File: src/rtl/chunked_serial_adder_if.sv
// Request/result bundle for the chunked serial adder: start + operands in, busy/done + sum/flags out.
// The master drives a request; the slave (the adder) answers with a one-cycle done pulse.
interface chunked_serial_adder_if #(
  parameter int WIDTH = 16
);
  logic             start;
  logic [WIDTH-1:0] a;
  logic [WIDTH-1:0] b;
  logic             c_in;
  logic             busy;
  logic             done;
  logic [WIDTH-1:0] s;
  logic             c;
  logic             ovf;

  modport master (
    output start, a, b, c_in,
    input  busy, done, s, c, ovf
  );

  modport slave (
    input  start, a, b, c_in,
    output busy, done, s, c, ovf
  );
endinterface

File: src/rtl/chunked_serial_adder.sv
// Multi-cycle adder: WIDTH-bit a+b+c_in, CHUNK bits per clock; done pulses NCH+1 edges after accept.
// No backpressure: start is sampled only in IDLE and ignored while busy, one op per NCH+2 cycles.
module chunked_serial_adder #(
  parameter int WIDTH = 16,
  parameter int CHUNK = 4
) (
  input  logic                  clk,
  input  logic                  rst_n,
  chunked_serial_adder_if.slave bus
);
  localparam int NCH = WIDTH / CHUNK;
  localparam int IW  = (NCH > 1) ? $clog2(NCH) : 1;

  typedef enum logic [1:0] {
    IDLE = 2'd0,
    RUN  = 2'd1,
    DONE = 2'd2
  } state_t;

  state_t           state_q, state_d;
  logic [WIDTH-1:0] a_q, a_d;
  logic [WIDTH-1:0] b_q, b_d;
  logic [WIDTH-1:0] s_q, s_d;
  logic [IW-1:0]    idx_q, idx_d;
  logic             cy_q, cy_d;
  logic             c_q, c_d;
  logic             ovf_q, ovf_d;

  logic [CHUNK-1:0] a_ch;
  logic [CHUNK-1:0] b_ch;
  logic [CHUNK:0]   ch_sum;
  logic             cin_msb;
  logic             last_ch;

  always_comb begin
    a_ch    = a_q[int'(idx_q)*CHUNK +: CHUNK];
    b_ch    = b_q[int'(idx_q)*CHUNK +: CHUNK];
    ch_sum  = {1'b0, a_ch} + {1'b0, b_ch} + {{CHUNK{1'b0}}, cy_q};
    // Sum bit = a ^ b ^ carry-in, so the carry into the top bit falls out without a second adder.
    cin_msb = ch_sum[CHUNK-1] ^ a_ch[CHUNK-1] ^ b_ch[CHUNK-1];
    last_ch = (idx_q == IW'(NCH - 1));
  end

  always_comb begin
    state_d = state_q;
    a_d     = a_q;
    b_d     = b_q;
    s_d     = s_q;
    idx_d   = idx_q;
    cy_d    = cy_q;
    c_d     = c_q;
    ovf_d   = ovf_q;
    case (state_q)
      IDLE: begin
        if (bus.start) begin
          a_d     = bus.a;
          b_d     = bus.b;
          cy_d    = bus.c_in;
          idx_d   = '0;
          state_d = RUN;
        end
      end
      RUN: begin
        s_d[int'(idx_q)*CHUNK +: CHUNK] = ch_sum[CHUNK-1:0];
        cy_d = ch_sum[CHUNK];
        if (last_ch) begin
          c_d     = ch_sum[CHUNK];
          ovf_d   = ch_sum[CHUNK] ^ cin_msb;
          state_d = DONE;
        end else begin
          idx_d = idx_q + 1'b1;
        end
      end
      DONE:    state_d = IDLE;
      default: state_d = IDLE;
    endcase
  end

  always_ff @(posedge clk or negedge rst_n) begin
    if (!rst_n) begin
      state_q <= IDLE;
      a_q     <= '0;
      b_q     <= '0;
      s_q     <= '0;
      idx_q   <= '0;
      cy_q    <= 1'b0;
      c_q     <= 1'b0;
      ovf_q   <= 1'b0;
    end else begin
      state_q <= state_d;
      a_q     <= a_d;
      b_q     <= b_d;
      s_q     <= s_d;
      idx_q   <= idx_d;
      cy_q    <= cy_d;
      c_q     <= c_d;
      ovf_q   <= ovf_d;
    end
  end

  assign bus.busy = (state_q == RUN) || (state_q == DONE);
  assign bus.done = (state_q == DONE);
  assign bus.s    = s_q;
  assign bus.c    = c_q;
  assign bus.ovf  = ovf_q;
endmodule

File: src/flat_wrapper.sv
// flat-port wrapper written by rule: the top's interface ports become plain ports
module chunked_serial_adder_flat 
#(
  parameter int WIDTH = 16,
  parameter int CHUNK = 4
)
  (clk, rst_n, bus_start, bus_a, bus_b, bus_c_in, bus_busy, bus_done, bus_s, bus_c, bus_ovf);
  chunked_serial_adder_if #(.WIDTH(WIDTH)) bus_i ();
  input  logic clk;
  input  logic rst_n;
  input wire logic [$bits(bus_i.start)-1:0] bus_start;
  input wire logic [$bits(bus_i.a)-1:0] bus_a;
  input wire logic [$bits(bus_i.b)-1:0] bus_b;
  input wire logic [$bits(bus_i.c_in)-1:0] bus_c_in;
  output wire logic [$bits(bus_i.busy)-1:0] bus_busy;
  output wire logic [$bits(bus_i.done)-1:0] bus_done;
  output wire logic [$bits(bus_i.s)-1:0] bus_s;
  output wire logic [$bits(bus_i.c)-1:0] bus_c;
  output wire logic [$bits(bus_i.ovf)-1:0] bus_ovf;
  assign bus_i.start = bus_start;
  assign bus_i.a = bus_a;
  assign bus_i.b = bus_b;
  assign bus_i.c_in = bus_c_in;
  assign bus_busy = bus_i.busy;
  assign bus_done = bus_i.done;
  assign bus_s = bus_i.s;
  assign bus_c = bus_i.c;
  assign bus_ovf = bus_i.ovf;
  chunked_serial_adder #(.WIDTH(WIDTH), .CHUNK(CHUNK)) u_core (.clk(clk), .rst_n(rst_n), .bus(bus_i));
endmodule
File: config.mk
export PLATFORM = sky130hd
export DESIGN_NAME = chunked_serial_adder_flat
export DESIGN_NICKNAME = d
export VERILOG_FILES = /design/src/rtl/chunked_serial_adder_if.sv /design/src/rtl/chunked_serial_adder.sv /design/src/flat_wrapper.sv
export SDC_FILE = /design/constraint.sdc
export NUM_CORES = 1
export LEC_CHECK = 0
export BUFFER_PORTS_ARGS = -buffer_cell sky130_fd_sc_hd__buf_2
export CAP_MARGIN = 20
export CELL_PAD_IN_SITES_DETAIL_PLACEMENT = 1
export CELL_PAD_IN_SITES_GLOBAL_PLACEMENT = 2
export CORE_UTILIZATION = 37
export CTS_BUF_LIST = sky130_fd_sc_hd__clkbuf_4 sky130_fd_sc_hd__clkbuf_8
export DETAILED_ROUTE_END_ITERATION = 7
export GPL_TIMING_DRIVEN = 0
export PLACE_DENSITY = 0.84
export SYNTH_ARGS = -nofsm -noshare
export SYNTH_HDL_FRONTEND = slang
export SYNTH_SLANG_ARGS = --single-unit
File: constraint.sdc
create_clock -name clk -period 4.01 [get_ports clk]
set_input_delay 0.401 -clock clk [delete_from_list [all_inputs] [get_ports clk]]
set_output_delay 0.401 -clock clk [all_outputs]
set_load 0.01 [all_outputs]
== Yosys cells after proc, flatten, opt, wreduce, memory -nomap -nowiden ==
Cells that the tools add are included.

* Muxes and demuxes: 9
* Shift operators: 4
* Reductions and logical operators: 8
* Equal/unequal tests: 6
* $add $sub $neg: 4
* Bitwise logic cells: 3

{| class="wikitable"
|+ Operators with widths
! cell !! count
|-
| negation 4 -> 33 bit || 1
|-
| variable shift 4 x 33 -> 16 bit, first input constant || 1
|-
| variable part select 4 x 33 -> 16 bit || 1
|-
| variable part select 16 x 5 -> 4 bit || 2
|-
| bitwise mux 16 bit || 1
|-
| 2-to-1 mux 2 bit || 4
|-
| one-hot mux 2 bit (2 select lines) || 2
|-
| AND reduction 2 bit || 4
|-
| adder 4 x 4 -> 5 bit || 1
|-
| adder 5 x 1 -> 5 bit || 1
|-
| == test 2 bit, second input constant || 2
|-
| inequality test 2 bit, second input constant || 2
|-
| AND reduction 3 bit || 1
|-
| XOR 1 bit || 3
|-
| adder 2 x 1 -> 2 bit, second input constant || 1
|-
| == test 2 x 1 -> 1 bit, second input constant || 1
|-
| zero test 2 bit || 1
|-
| inequality test 2 x 1 -> 1 bit, second input constant || 1
|-
| one-hot mux 1 bit (2 select lines) || 1
|-
| nonzero test 2 bit || 1
|-
| logical OR 1 bit || 1
|-
| 2-to-1 mux 1 bit || 1
|}

* Output and inout bits: 20
* Flip-flop bits (word level): 55
* Bits of input ports: 36
* Logic and storage cells: 42

== Depth between registers and ports, before layout ==
* Word-level depth: 6
* Gate-level depth with buffers: 9

== Worst setup path before layout ==
No wires, ideal clock.

* Path type: register to register
* Start: reg u_core.idx_q[0]
* End: reg u_core.ovf_q, in the netlist u_core.bus.ovf
* Arrival: 2981 ps
* Path buffers: 1
* Data required time: 3934 ps
* Library setup time: 76 ps
* Cell stages (with the launch flop): 10
* Setup slack: 952 ps
* Cell sequence: dfrtp_1 -> buf_2 -> mux4_2 -> fa_1 -> fa_1 -> a21o_1 -> a21oi_1 -> xnor3_1 -> xor2_1 -> o21ai_1

* Cells in the longest elaborated chain, start to end: 6

{| class="wikitable"
|+ RTL lines
! element !! RTL line !! RTL
|-
| start: declaration || chunked_serial_adder.sv:24 || <nowiki>logic [IW-1:0] idx_q, idx_d;</nowiki>
|-
| start signal: assignment || chunked_serial_adder.sv:94 || <nowiki>idx_q <= idx_d;</nowiki>
|-
| variable part select 16 x 5 -> 4 bit (on tied branches) || chunked_serial_adder.sv:36, chunked_serial_adder.sv:37 ||
|-
| adder 4 x 4 -> 5 bit || chunked_serial_adder.sv:38 || <nowiki>ch_sum = {1'b0, a_ch} + {1'b0, b_ch} + {{CHUNK{1'b0}}, cy_q};</nowiki>
|-
| adder 5 x 1 -> 5 bit || chunked_serial_adder.sv:38 ||
|-
| XOR 1 bit (2 in a row) || chunked_serial_adder.sv:40 || <nowiki>cin_msb = ch_sum[CHUNK-1] ^ a_ch[CHUNK-1] ^ b_ch[CHUNK-1];</nowiki>
|-
| XOR 1 bit || chunked_serial_adder.sv:68 || <nowiki>ovf_d = ch_sum[CHUNK] ^ cin_msb;</nowiki>
|-
| end signal: assignment || chunked_serial_adder.sv:97 || <nowiki>ovf_q <= ovf_d;</nowiki>
|-
| end: declaration || chunked_serial_adder.sv:27 || <nowiki>logic ovf_q, ovf_d;</nowiki>
|}

Parallel ways exist; a longest one is shown, timed or not.
A chain may end at the register's enable or synchronous reset.

== Worst setup path in the final report ==
Same ends and word-level chain as after synthesis.

==> impl_metrics.toml <==
[outcome]
status = "finished, final reports clean"

[critical_path]
worstPathCellList = "buf_2, mux4_2, fa_1, fa_1, a21o_1, a21oi_1, xnor3_1, xor2_1, o21ai_1"
endpoint_kind = "flip-flop"
path_depth = 9
cp-start-kind = "flip-flop"
worstPathRequired_ns = 4.25
critPathArrivalTime_ns = 3.82
path_common_cell = "fa_1"
path_delay_family = "adder cells"
path_max_fanout = 10
critPathBufInv = 1
cp_slowest_cell = "mux4_2"
crit_type = "flip-flop to flip-flop"
ff2ff_path_depth = 9
r2r_slack_ns = 0.43
max_stage_delay_ns = 0.59

[timing]
period_minus_slack_ns = 3.58
hold_viol = 0
maxSlewHeadroom_pct = 56.8
fin_crit_sh_pct = 89.3
finalSetupTns_ns = 0
worst_slew_pin_slew_ns = 0.647
finalMaxSlewViolations = 0
setup_viol = 0
rsz0062_at_grt = "false"
fin_worst_skew_ns = 0.0113
fmax_mhz = 279

[clock_tree]
cts.path.max_buffers = 2
numCtsBuffers = 5
cts_max_level = 2
cts_resized = 0
clk_latency_ns = 0.30
cts_sinks = 55
cts_hold_buffers = 0
cts_tree = "built"
clkTransAtPathRegs_ns = 0.10
root_buffer = "clkbuf_8"
post_cts_buffers = 0

[die]
fp.coreArea_sq_um = 6830
initial_core_util_pct = 38.4
die_w_microns = 86.2
num_io_pins = 56
rows = 30
die_area_sq_um = 7420
fp.dieH_microns = 86.2

[finish]
final_nets = 321
antenna_cells = 0
fillCellCount = 771
drive_above_1_share_pct = 38.6
seqCellArea_sq_um = 1380
final_cells = 368
syn2layout_area_growth_pct = 19.4
multiInputGateArea_sq_um = 1200
design_area_sq_um = 3130

[place]
gp_congestion = 0.709
placed_cell_area_sq_um = 3040
dpl.hpwl_mm = 4.33
placed_cells = 360
io_buffers = 55

[global_route]
grt_use_total_pct = 16.2
grt_max_degree = 34
grt_pass1_vias = 1940
overflow = 0
antenna_found_initial = 0
grt_pass1_wl_mm = 9.28

[synth]
synth_seq_cells = 55
synth_cell_type_count = 30
synth_cells = 208
synth_nets = 258
async_flop_share_pct = 100
synth-edff-count = 0
avgSynthCellArea_sq_um = 12.6
ys_seq_area_share_pct = 52.5
yosys_warnings = 0
netlist_area_sq_um = 2620
synth_ff_type = "dfrtp_1"

[power]
vdd_drop_max_mv = 0.382
powerDensity_nw_per_um2 = 922
p_leak_nw = 1.46

[detailed_routing]
vias = 1785
drt_wl_total_mm = 5.54
drtPass1Iterations = 6
via_per_inst = 4.85
ant_nets = 0
post_drt_wl_per_cell_microns = 15.1
drc = 0
drt_iter0_drc = 46

[flow_run]
cap_violations = 0

[min_path]
hold_class = "input pin to asynchronous set/reset pin"
## stage by stage
step	power [mW]	util, %	setup slack, ns	hold WS, ns
floorplan	2.09	-	0.952	0.105
detailed placement	2.61	44.4	0.371	0.413
finish	2.89	45.8	0.429	0.0650
global route	3.12	45.8	0.233	0.113
global placement	2.54	44.1	0.445	0.458
CTS	2.93	45.8	0.356	0.0754
## Yosys cell counts (3+ instances only)
library cell / count / area [sq um]
o31ai_1: 8 / 60.1
nor2_1: 7 / 26.3
o21ai_0: 11 / 55.1
nand2_1: 34 / 128
a22o_1: 3 / 26.3
ha_1: 12 / 150
mux4_2: 7 / 158
inv_1: 6 / 22.5
buf_1: 3 / 11.3
a21oi_1: 5 / 25.0
mux2_2: 32 / 360
dfrtp_1: 55 / 1380
## layout by cell type, fill, tap and decap left out, types with 3 or more instances in the layout
master    count
a21oi_1       5
mux2_2       32
a22o_1        3
nand2_1      34
ha_1         12
dfrtp_1      55
buf_1         3
nor2_1        7
o21ai_0      11
clkbuf_8      5
o31ai_1       8
inv_1         6
mux4_2        7
buf_2        57
## registers in the layout (all words and copies together) (netlist names)
| name | count |
|---|---|
| u_core.bus.ovf | 1 |
| u_core.bus.c | 1 |
| u_core.state_q | 2 |
| u_core.cy_q | 1 |
| u_core.bus.s | 16 |
| u_core.idx_q | 2 |
| u_core.b_q | 16 |
| u_core.a_q | 16 |
## power breakdown
part	switching [mW]	internal, mW	leakage, nW
Sequential	0.147	0.811	0.683
Clock	0.181	0.133	0.0452
Combinational	0.884	0.729	0.735
## worst reg2reg max path, cell delays in order, from the launching register on
cell and delay, ns:
dfrtp_1 0.58, buf_2 0.38, mux4_2 0.59, fa_1 0.47, fa_1 0.43, a21o_1 0.21
a21oi_1 0.27, xnor3_1 0.28, xor2_1 0.16, o21ai_1 0.15
## layer usage
layer  part of all wire (%)  up-vias  global-route usage, %  wire length [microns]
met4                   0.69        0                   3.33                     38
met2                     51       41                   29.3                   2850
met3                    3.5        4                   3.37                    196
met5                      0        -                      0                      0
met1                     44      881                   20.1                   2460
li1                       -      859                      -                      -
## path summary, 6_finish.rpt
path                                 start                 to
min in group clk                 bus_b[15]     u_core.b_q[15]
min reg2reg                u_core.bus.s[6]    u_core.bus.s[6]
max in group asynchronous            rst_n      u_core.b_q[2]
max reg2reg                u_core.idx_q[0]     u_core.bus.ovf
min                                  rst_n  u_core.state_q[0]
max                        u_core.idx_q[0]     u_core.bus.ovf
## area by class of cell
| type | count | share of cell area [%] |
|---|---|---|
| tap | 96 | 3.84 |
| buffer | 6 | 0.800 |
| timing repair buffer | 56 | 9.44 |
| clock buffer | 6 | 2.44 |
| clock inverter | 2 | 0.520 |
| inverter | 6 | 0.720 |
| multi-input combinational | 141 | 38.2 |
| sequential | 55 | 44.0 |
## cells by family (layout without fill, tap and decap cells)
logic type               after synthesis  after routing  share of synthesized area (%)
adder cells (fa/ha/maj)               14             14                           7.26
AO/OA/AOI/OAI                         33             33                           7.83
XOR/XNOR                               4              4                           1.86
flip-flops                            55             55                           52.5
AND/OR/NAND/NOR                       50             50                           7.93
buffers and inverters                 12             76                           1.81
multiplexers                          40             40                           20.8
No activity file was read; power rests on OpenSTA's default activity.
